**src/rtl/pipe_hazard_ctrl_if.sv**
```systemverilog
// rtl/pipe_hazard_ctrl_if.sv - decode/execute hazard inputs and pipeline-register control outputs
interface pipe_hazard_ctrl_if;
    logic [4:0] id_rs1_addr_i;
    logic [4:0] id_rs2_addr_i;
    logic       id_rs1_use_i;
    logic       id_rs2_use_i;
    logic [4:0] ex_rd_addr_i;
    logic       ex_rd_we_i;
    logic       ex_is_load_i;
    logic       ex_jump_i;
    logic       ex_mdiv_start_i;
    logic       mdiv_done_i;
    logic       pc_hold_o;
    logic       if_id_stall_o;
    logic       if_id_flush_o;
    logic       id_ex_stall_o;
    logic       id_ex_flush_o;

    modport master (
        output id_rs1_addr_i, id_rs2_addr_i, id_rs1_use_i, id_rs2_use_i,
        output ex_rd_addr_i, ex_rd_we_i, ex_is_load_i, ex_jump_i,
        output ex_mdiv_start_i, mdiv_done_i,
        input  pc_hold_o, if_id_stall_o, if_id_flush_o, id_ex_stall_o, id_ex_flush_o
    );

    modport slave (
        input  id_rs1_addr_i, id_rs2_addr_i, id_rs1_use_i, id_rs2_use_i,
        input  ex_rd_addr_i, ex_rd_we_i, ex_is_load_i, ex_jump_i,
        input  ex_mdiv_start_i, mdiv_done_i,
        output pc_hold_o, if_id_stall_o, if_id_flush_o, id_ex_stall_o, id_ex_flush_o
    );
endinterface

```
**src/rtl/pipe_hazard_ctrl.sv**
```systemverilog
// rtl/pipe_hazard_ctrl.sv - stall/flush sequencing for IF/ID, ID/EX and PC (load-use, mul/div, redirect)
module pipe_hazard_ctrl #(
    parameter int LOAD_LAT         = 1,
    parameter int REDIRECT_BUBBLES = 1,
    parameter int MDIV_TIMEOUT     = 64
) (
    input  logic                     clk,
    input  logic                     rst_n,
    pipe_hazard_ctrl_if.slave        hz,
    output logic [1:0]               ctrl_state_o,
    output logic                     err_timeout_o,
    output logic [31:0]              stall_cnt_o
);
    typedef enum logic [1:0] {
        S_RUN      = 2'd0,
        S_LU_STALL = 2'd1,
        S_MDIV     = 2'd2,
        S_REDIRECT = 2'd3
    } state_e;

    localparam logic [2:0] LU_RELOAD = 3'(LOAD_LAT - 1);
    localparam logic [2:0] RD_RELOAD = 3'(REDIRECT_BUBBLES - 1);
    localparam logic [7:0] MDIV_TO   = 8'(MDIV_TIMEOUT);

    state_e      state_q, state_d;
    logic [2:0]  cnt_q, cnt_d;
    logic [7:0]  mcnt_q, mcnt_d;
    logic        err_q, err_d;
    logic [31:0] stall_cnt_q, stall_cnt_d;
    logic        pc_hold, if_id_stall, if_id_flush, id_ex_stall, id_ex_flush;
    logic        lu_haz;

    assign lu_haz = hz.ex_is_load_i & hz.ex_rd_we_i & (hz.ex_rd_addr_i != 5'd0) &
                    ((hz.id_rs1_use_i & (hz.id_rs1_addr_i == hz.ex_rd_addr_i)) |
                     (hz.id_rs2_use_i & (hz.id_rs2_addr_i == hz.ex_rd_addr_i)));

    always_comb begin
        state_d     = state_q;
        cnt_d       = cnt_q;
        mcnt_d      = mcnt_q;
        err_d       = err_q;
        pc_hold     = 1'b0;
        if_id_stall = 1'b0;
        if_id_flush = 1'b0;
        id_ex_stall = 1'b0;
        id_ex_flush = 1'b0;
        case (state_q)
            S_RUN: begin
                if (hz.ex_jump_i) begin
                    if_id_flush = 1'b1;
                    id_ex_flush = 1'b1;
                    if (REDIRECT_BUBBLES > 1) begin
                        state_d = S_REDIRECT;
                        cnt_d   = RD_RELOAD;
                    end
                end else if (hz.ex_mdiv_start_i && !hz.mdiv_done_i) begin
                    pc_hold     = 1'b1;
                    if_id_stall = 1'b1;
                    id_ex_stall = 1'b1;
                    state_d     = S_MDIV;
                    mcnt_d      = 8'd1;
                end else if (!hz.ex_mdiv_start_i && lu_haz) begin
                    pc_hold     = 1'b1;
                    if_id_stall = 1'b1;
                    id_ex_flush = 1'b1;
                    if (LOAD_LAT > 1) begin
                        state_d = S_LU_STALL;
                        cnt_d   = LU_RELOAD;
                    end
                end
            end
            S_LU_STALL: begin
                // EX holds a bubble here, so a redirect cannot originate from it
                pc_hold     = 1'b1;
                if_id_stall = 1'b1;
                id_ex_flush = 1'b1;
                if (cnt_q <= 3'd1) begin
                    state_d = S_RUN;
                    cnt_d   = 3'd0;
                end else begin
                    cnt_d = cnt_q - 3'd1;
                end
            end
            S_MDIV: begin
                if (hz.mdiv_done_i) begin
                    state_d = S_RUN;
                    mcnt_d  = 8'd0;
                end else if (mcnt_q == MDIV_TO) begin
                    err_d   = 1'b1;
                    state_d = S_RUN;
                    mcnt_d  = 8'd0;
                end else begin
                    pc_hold     = 1'b1;
                    if_id_stall = 1'b1;
                    id_ex_stall = 1'b1;
                    mcnt_d      = mcnt_q + 8'd1;
                end
            end
            S_REDIRECT: begin
                if_id_flush = 1'b1;
                if (hz.ex_jump_i) begin
                    id_ex_flush = 1'b1;
                    cnt_d       = RD_RELOAD;
                end else if (cnt_q <= 3'd1) begin
                    state_d = S_RUN;
                    cnt_d   = 3'd0;
                end else begin
                    cnt_d = cnt_q - 3'd1;
                end
            end
            default: state_d = S_RUN;
        endcase
        stall_cnt_d = (pc_hold && (stall_cnt_q != 32'hFFFF_FFFF)) ? stall_cnt_q + 32'd1 : stall_cnt_q;
    end

    always_ff @(posedge clk or negedge rst_n) begin
        if (!rst_n) begin
            state_q     <= S_RUN;
            cnt_q       <= 3'd0;
            mcnt_q      <= 8'd0;
            err_q       <= 1'b0;
            stall_cnt_q <= 32'd0;
        end else begin
            state_q     <= state_d;
            cnt_q       <= cnt_d;
            mcnt_q      <= mcnt_d;
            err_q       <= err_d;
            stall_cnt_q <= stall_cnt_d;
        end
    end

    // Gate with rst_n so the pipeline sees no stall/flush while reset is held
    assign hz.pc_hold_o     = pc_hold & rst_n;
    assign hz.if_id_stall_o = if_id_stall & rst_n;
    assign hz.if_id_flush_o = if_id_flush & rst_n;
    assign hz.id_ex_stall_o = id_ex_stall & rst_n;
    assign hz.id_ex_flush_o = id_ex_flush & rst_n;
    assign ctrl_state_o     = state_q;
    assign err_timeout_o    = err_q;
    assign stall_cnt_o      = stall_cnt_q;
endmodule

```
**src/flat_wrapper.sv**
```systemverilog
// flat-port wrapper written by rule: the top's interface ports become plain ports
module pipe_hazard_ctrl_flat 
#(
    parameter int LOAD_LAT         = 1,
    parameter int REDIRECT_BUBBLES = 1,
    parameter int MDIV_TIMEOUT     = 64
)
  (clk, rst_n, ctrl_state_o, err_timeout_o, stall_cnt_o, hz_id_rs1_addr_i, hz_id_rs2_addr_i, hz_id_rs1_use_i, hz_id_rs2_use_i, hz_ex_rd_addr_i, hz_ex_rd_we_i, hz_ex_is_load_i, hz_ex_jump_i, hz_ex_mdiv_start_i, hz_mdiv_done_i, hz_pc_hold_o, hz_if_id_stall_o, hz_if_id_flush_o, hz_id_ex_stall_o, hz_id_ex_flush_o);
  pipe_hazard_ctrl_if hz_i ();
  input  logic clk;
  input  logic rst_n;
  output logic [1:0] ctrl_state_o;
  output logic err_timeout_o;
  output logic [31:0] stall_cnt_o;
  input wire logic [$bits(hz_i.id_rs1_addr_i)-1:0] hz_id_rs1_addr_i;
  input wire logic [$bits(hz_i.id_rs2_addr_i)-1:0] hz_id_rs2_addr_i;
  input wire logic [$bits(hz_i.id_rs1_use_i)-1:0] hz_id_rs1_use_i;
  input wire logic [$bits(hz_i.id_rs2_use_i)-1:0] hz_id_rs2_use_i;
  input wire logic [$bits(hz_i.ex_rd_addr_i)-1:0] hz_ex_rd_addr_i;
  input wire logic [$bits(hz_i.ex_rd_we_i)-1:0] hz_ex_rd_we_i;
  input wire logic [$bits(hz_i.ex_is_load_i)-1:0] hz_ex_is_load_i;
  input wire logic [$bits(hz_i.ex_jump_i)-1:0] hz_ex_jump_i;
  input wire logic [$bits(hz_i.ex_mdiv_start_i)-1:0] hz_ex_mdiv_start_i;
  input wire logic [$bits(hz_i.mdiv_done_i)-1:0] hz_mdiv_done_i;
  output wire logic [$bits(hz_i.pc_hold_o)-1:0] hz_pc_hold_o;
  output wire logic [$bits(hz_i.if_id_stall_o)-1:0] hz_if_id_stall_o;
  output wire logic [$bits(hz_i.if_id_flush_o)-1:0] hz_if_id_flush_o;
  output wire logic [$bits(hz_i.id_ex_stall_o)-1:0] hz_id_ex_stall_o;
  output wire logic [$bits(hz_i.id_ex_flush_o)-1:0] hz_id_ex_flush_o;
  assign hz_i.id_rs1_addr_i = hz_id_rs1_addr_i;
  assign hz_i.id_rs2_addr_i = hz_id_rs2_addr_i;
  assign hz_i.id_rs1_use_i = hz_id_rs1_use_i;
  assign hz_i.id_rs2_use_i = hz_id_rs2_use_i;
  assign hz_i.ex_rd_addr_i = hz_ex_rd_addr_i;
  assign hz_i.ex_rd_we_i = hz_ex_rd_we_i;
  assign hz_i.ex_is_load_i = hz_ex_is_load_i;
  assign hz_i.ex_jump_i = hz_ex_jump_i;
  assign hz_i.ex_mdiv_start_i = hz_ex_mdiv_start_i;
  assign hz_i.mdiv_done_i = hz_mdiv_done_i;
  assign hz_pc_hold_o = hz_i.pc_hold_o;
  assign hz_if_id_stall_o = hz_i.if_id_stall_o;
  assign hz_if_id_flush_o = hz_i.if_id_flush_o;
  assign hz_id_ex_stall_o = hz_i.id_ex_stall_o;
  assign hz_id_ex_flush_o = hz_i.id_ex_flush_o;
  pipe_hazard_ctrl #(.LOAD_LAT(LOAD_LAT), .REDIRECT_BUBBLES(REDIRECT_BUBBLES), .MDIV_TIMEOUT(MDIV_TIMEOUT)) u_core (.clk(clk), .rst_n(rst_n), .hz(hz_i), .ctrl_state_o(ctrl_state_o), .err_timeout_o(err_timeout_o), .stall_cnt_o(stall_cnt_o));
endmodule
```
**config.mk**
```make
export PLATFORM = sky130hd
export DESIGN_NAME = pipe_hazard_ctrl_flat
export DESIGN_NICKNAME = d
export VERILOG_FILES = /design/src/rtl/pipe_hazard_ctrl_if.sv /design/src/rtl/pipe_hazard_ctrl.sv /design/src/flat_wrapper.sv
export SDC_FILE = /design/constraint.sdc
export NUM_CORES = 1
export LEC_CHECK = 0
export CORE_ASPECT_RATIO = 1.4
export CORE_MARGIN = 5
export CORE_UTILIZATION = 48
export DETAILED_ROUTE_END_ITERATION = 8
export PLACE_DENSITY = 0.84
export SKIP_LAST_GASP = 1
export SLEW_MARGIN = 20
export SYNTH_ARGS = -nofsm -noshare
export SYNTH_HDL_FRONTEND = slang
export SYNTH_SLANG_ARGS = --single-unit
```
**constraint.sdc**
```tcl
create_clock -name clk -period 3.1 [get_ports clk]
set_clock_uncertainty 0.05 [all_clocks]
set_input_delay 0.62 -clock clk [delete_from_list [all_inputs] [get_ports clk]]
set_output_delay 0.62 -clock clk [all_outputs]
set_load 0.05 [all_outputs]
```
==> results of run 1 <==
## sequential cells by signal, indices dropped and copies added, names as in the netlist
name and cells:
u_core.err_timeout_o 1, u_core.stall_cnt_o 32, u_core.mcnt_q 8, u_core.ctrl_state_o 1
## what timing repair did
item	CTS	global route
resized for setup	0	1
hold buffers	0	0
buffers inserted	0	0
endpoints found under the setup margin	0	2
## cells by family (layout without fill, tap and decap cells)
logic type                 Yosys count  after routing  synth area share (%)
buffers and inverters               14             82                 3.249
xor gates and xnor gates            41             41                 15.80
and+or+nand+nor                    111            111                 25.22
muxes                                1              1                0.4956
adders and majority gates            3              3                 1.652
other                                1              1                0.1650
DFF                                 42             42                 46.26
AOI/OAI and AO/OA                   26             26                 7.159
## layout make-up
cell class | instances | share of cell area, %
Clock buffer | 6 | 2.677
Inverter | 7 | 0.8519
Sequential cell | 42 | 34.08
Multi-Input combinational cell | 183 | 37.48
Tap cell | 62 | 2.515
Timing Repair Buffer | 67 | 21.99
Clock inverter | 2 | 0.4057
## through the flow
step | hold slack (ps) | instance area [sq um] | utilization [%]
4_1_cts | 400.8 | 3078 | 67.32
3_5_place_dp | 423.3 | 2983 | 65.24
6_report | 375.4 | 3084 | 67.46
2_1_floorplan | 274.4 | 2275 | -
3_3_place_gp | 414.0 | 2983 | 65.24
5_1_grt | 427.5 | 3084 | 67.46
## metal layers
metal	up-vias	share of wire, %	wire length [microns]
li1	961	-	-
met1	946	40	2069
met2	71	53	2757
met3	6	6.1	322
met4	0	1.7	87
met5	-	0	0
## worst max-delay path by stage
stage | slack (ps) | endpoint
floorplan | 60 | hz_pc_hold_o
global placement | 220 | hz_id_ex_flush_o
detailed placement | 200 | hz_id_ex_flush_o
CTS | 50 | hz_pc_hold_o
global route | -20 | hz_if_id_stall_o
finish | 180 | hz_pc_hold_o
## power groups by stage
| stage | clock network [W] | registers, W | logic, W |
|---|---|---|---|
| floorplan | 0 | 0.000764 | 0.000134 |
| global placement | 0 | 0.000657 | 0.000396 |
| detailed placement | 0 | 0.000660 | 0.000405 |
| CTS | 0.000374 | 0.000649 | 0.000406 |
| global route | 0.000394 | 0.000659 | 0.000433 |
| finish | 0.000368 | 0.000649 | 0.000401 |
## synthesized netlist by cell type (3+ instances only)
library cell and count:
nand4_1 9, inv_1 7, nor4_1 6, ha_1 3
nand2b_1 5, nand3_1 13, xor2_1 25, a21oi_1 3
and3_1 5, nand2_1 22, nor3_1 16, o21ai_0 11
dfrtp_1 42, xnor2_1 16, buf_4 3, nor2_1 20
## worst max-delay path, cell delays in order, from the launching register on
cell	delay [ps]
dfrtp_1	430
inv_1	80
ha_1	150
nor4bb_2	410
a21o_1	230
a21oi_1	120
a31oi_1	270
nor2_2	70
buf_4	200
==> results.tsv, run 1 <==
metric	value	unit
seqCellArea	1051	sq um
gp_congestion	0.7970	
synth-edff-count	0	
power.leakage	1.376	nW
crit_type	reg -> out	
core	4572	sq um
reg2reg_depth	7	
met2_usage	31.05	%
area_delta_synth_final	35.74	%
regToRegEndpoint	u_core.stall_cnt_o[1]	
path_max_fanout	5	
grt_pass1_wl	8.783	mm
drc	0	
cts_root_buf	clkbuf_8	
grtUsageTotal	17.90	%
comb_power_share	28.3	%
power.switching	0.0004927	W
timing.final.crit_share	94.11	%
layout-drive-gt1-share	8.143	%
grt_max_degree	43	
maxSlewHeadroom	65.02	%
tightest_slew	524.7	ps
layoutNonFillerInstCount	369	
wl	5.236	mm
multi_input_area	1156	sq um
rows	29	
cts_buffer_depth	2	
viasPerCell	5.377	
dp_slack	201.1	ps
slew_violations	0	
yosysTopAreaCell	dfrtp_1	
setup_tns	0	ps
synth_top_area_share	46.26	%
clk_latency	290	ps
grtUsageMet3	4.198	%
dr.pass1.iters	4	
overflow	0	
initialDrtViolationCount	112	
dp.final_hpwl	3.978	mm
yosysWarnings	0	
grt_util_met1	20.99	%
grt_pass1_vias	1966	
ir_worst_vdd	0.2342	mV
internal-power	0.0009260	W
layout_common_cells	clkdlybuf4s50_1, dfrtp_1, xor2_1	
h-tree-depth	2	
die-area	6229	sq um
startpoint_type	register	
max_freq	0.3428	GHz
sequentialPowerShare	45.8	%
regToRegSetupSlack	420	ps
period_minus_slack	2918	ps
dp.cells	361	
ys.flop_type	dfrtp_1	
critPathArrivalTime	2250	ps
diodes	0	
antenna_found_initial	0	
syn_area	2272	sq um
numCtsBuffers	5	
status	completed	
r2r_start	u_core.stall_cnt_o[0]	
report.final.hold_viol_count	0	
clock_power_share	25.9	%
ys_seq_area_share	46.26	%
portBuffers	62	
die_x	68.15	microns
netSwitchingFraction	34.73	%
busiest_layer	met2	
layout_setup_ws	182.5	ps
synth_area_leaders	dfrtp_1, xor2_1, xnor2_1	
clock_sinks	42	
synth_area_per_cell	9.507	sq um
via_count	1984	
fin_nets	333	
syn_inst	239	
async_reset_ff_share	100.0	%
end_kind	output port	
synthDistinctLibCells	41	
synth_fp_nets	266	
ys_seq_elements	42	
die_y	91.41	microns
antenna_left	0	
critPathLaunch	u_core.mcnt_q[0]	
final_common_cell	clkdlybuf4s50_1	
p_total	0.001419	W
finalSetupViolCount	0	
fillers	369	
worstHoldPathType	in -> async	
cap_viol_max_count	0	
clk_pin_slew	80	ps
wl_per_cell	14.19	microns
start_util	49.70	%
ios	64	
cts_tree	built	
crit_required	2430	ps
power_density	460.0	nW/um^2
(Power assumes the default switching activity.)
==> run 2, diff against run 1 <==
--- a/config.mk
+++ b/config.mk
@@ -7,9 +7,12 @@
 export LEC_CHECK = 0
 export CORE_ASPECT_RATIO = 1.4
 export CORE_MARGIN = 5
-export CORE_UTILIZATION = 48
+export CORE_UTILIZATION = 65
+export CTS_BUF_LIST = sky130_fd_sc_hd__clkbuf_4
 export DETAILED_ROUTE_END_ITERATION = 8
-export PLACE_DENSITY = 0.84
+export DONT_BUFFER_PORTS = 1
+export PLACE_DENSITY = 0.85
+export SKIP_CTS_REPAIR_TIMING = 1
 export SKIP_LAST_GASP = 1
 export SLEW_MARGIN = 20
 export SYNTH_ARGS = -nofsm -noshare
==> results.tsv, run 2 (synthesis gave the netlist of run 1 again) <==
metric	value	unit
max_stage_delay	440	ps
die-area	4795	sq um
cp_top_family	compound AO/OA/AOI/OAI gates	
power_density	482.4	nW/um^2
comb_power_share	30.2	%
regToRegEndpoint	u_core.stall_cnt_o[22]	
via_count	1943	
maxSlewHeadroom	44.17	%
crit_chain	inv_1, ha_1, nor4bb_4, a21o_2, a21oi_1, a31oi_1, nor2_2, buf_12	
fillers	243	
core	3378	sq um
cts_buffer_depth	2	
grt_max_degree	45	
worstHoldPathType	in -> async	
area_delta_synth_final	16.19	%
dp.final_hpwl	4.033	mm
cts_root_buf	clkbuf_4	
report.final.hold_viol_count	0	
ios	64	
dp.cells	305	
crit_cells	8	
die_y	79.96	microns
crit_path_end	hz_pc_hold_o	
gp_congestion	0.8099	
die_x	59.97	microns
fin_area	2640	sq um
crit_type	reg -> out	
setup_tns	0	ps
seqCellArea	1051	sq um
dr.pass1.iters	4	
numCtsBuffers	5	
grt_setup_unrepaired	no	
viasPerCell	6.188	
clock_sinks	42	
wl	5.443	mm
clock_power_share	21.1	%
clk_latency	350	ps
path_max_fanout	10	
placedInstanceArea	2542	sq um
finalSetupViolCount	0	
cap_viol_max_count	0	
final_common_cell	dfrtp_1	
clk_pin_slew	120	ps
critPathLaunch	u_core.mcnt_q[0]	
largest_reg_flops	32	
startpoint_type	register	
h-tree-depth	2	
period_minus_slack	2893	ps
sequentialPowerShare	48.6	%
internal-power	0.0008023	W
critPathArrivalTime	2220	ps
tightest_slew	833.8	ps
overflow	0	
ir_worst_vdd	0.3462	mV
critPathBufInv	2	
multi_input_area	1171	sq um
dp_slack	339.4	ps
diodes	0	
cts_tree	built	
max_freq	0.3457	GHz
grt_pass1_wl	9.073	mm
grt_pass1_vias	2056	
netSwitchingFraction	37.01	%
rows	25	
wl_per_cell	17.33	microns
start_util	67.26	%
drc	0	
final_util	78.15	%
power.switching	0.0004714	W
end_kind	output port	
crit_required	2430	ps
layout_common_cells	dfrtp_1, buf_4, xor2_1	
layoutNonFillerInstCount	314	
status	completed	
timing.final.crit_share	93.32	%
layout-drive-gt1-share	17.88	%
power.leakage	1.282	nW
layout_setup_ws	207.1	ps
regToRegSetupSlack	480	ps
fin_nets	300	
antenna_found_initial	0	
r2r_start	u_core.mcnt_q[0]	
portBuffers	0	
antenna_left	0	
initialDrtViolationCount	103	
grtUsageTotal	24.83	%
crit_slowest_cell	dfrtp_1	
reg2reg_depth	8	
slew_violations	0	
-- run 2: cell count changes in the layout (fill, tap and decap cells not counted), sizes merged --
cell	change
buf	+23
clkinv	+1
clkinvlp	-1
clkdlybuf4s50	-56
-- run 2: how the worst min path moves through the flow --
stage / startpoint / to / slack (ps) / cells past startpoint
3_3_place_gp: rst_n / u_core.stall_cnt_o[7] / 280 / 0
6_report: rst_n / u_core.stall_cnt_o[8] / 30 / 1
5_1_grt: rst_n / u_core.stall_cnt_o[0] / 40 / 1
2_1_floorplan: rst_n / u_core.ctrl_state_o[1] / 270 / 0
4_1_cts: rst_n / u_core.stall_cnt_o[13] / -120 / 0
3_5_place_dp: rst_n / u_core.stall_cnt_o[8] / 280 / 0
-- run 2: power by group through the flow --
stage / clock [W] / combinational, W / sequential, W
CTS: 0.000272 / 0.000369 / 0.000619
floorplan: 0 / 0.000134 / 0.000764
detailed placement: 0 / 0.000367 / 0.000630
global route: 0.000294 / 0.000411 / 0.000627
global placement: 0 / 0.000360 / 0.000626
finish: 0.000269 / 0.000385 / 0.000619
-- run 2: final cells by class --
cell class,instances,area share [%]
repair buffers,34,10.90
inverters,7,0.9953
clock buffers,6,1.706
flip-flops and latches,42,39.81
multi-input cells,183,44.36
clock inverters,2,0.3318
well taps,40,1.896
-- run 2: routing by layer --
layer	vias to the layer above	wire [microns]	global-route usage, %
li1	898	-	-
met1	953	1982	27.36
met2	83	2924	43.94
met3	9	436	6.634
met4	0	99	9.534
met5	-	0	0
-- run 2: metrics by stage --
step	hold slack [ps]	power (W)
after floorplan	274.4	0.0008980
after global routing	37.22	0.001332
after global placement	275.4	0.0009861
after CTS	-119.8	0.001260
after detailed placement	275.9	0.0009968
final	31.44	0.001274
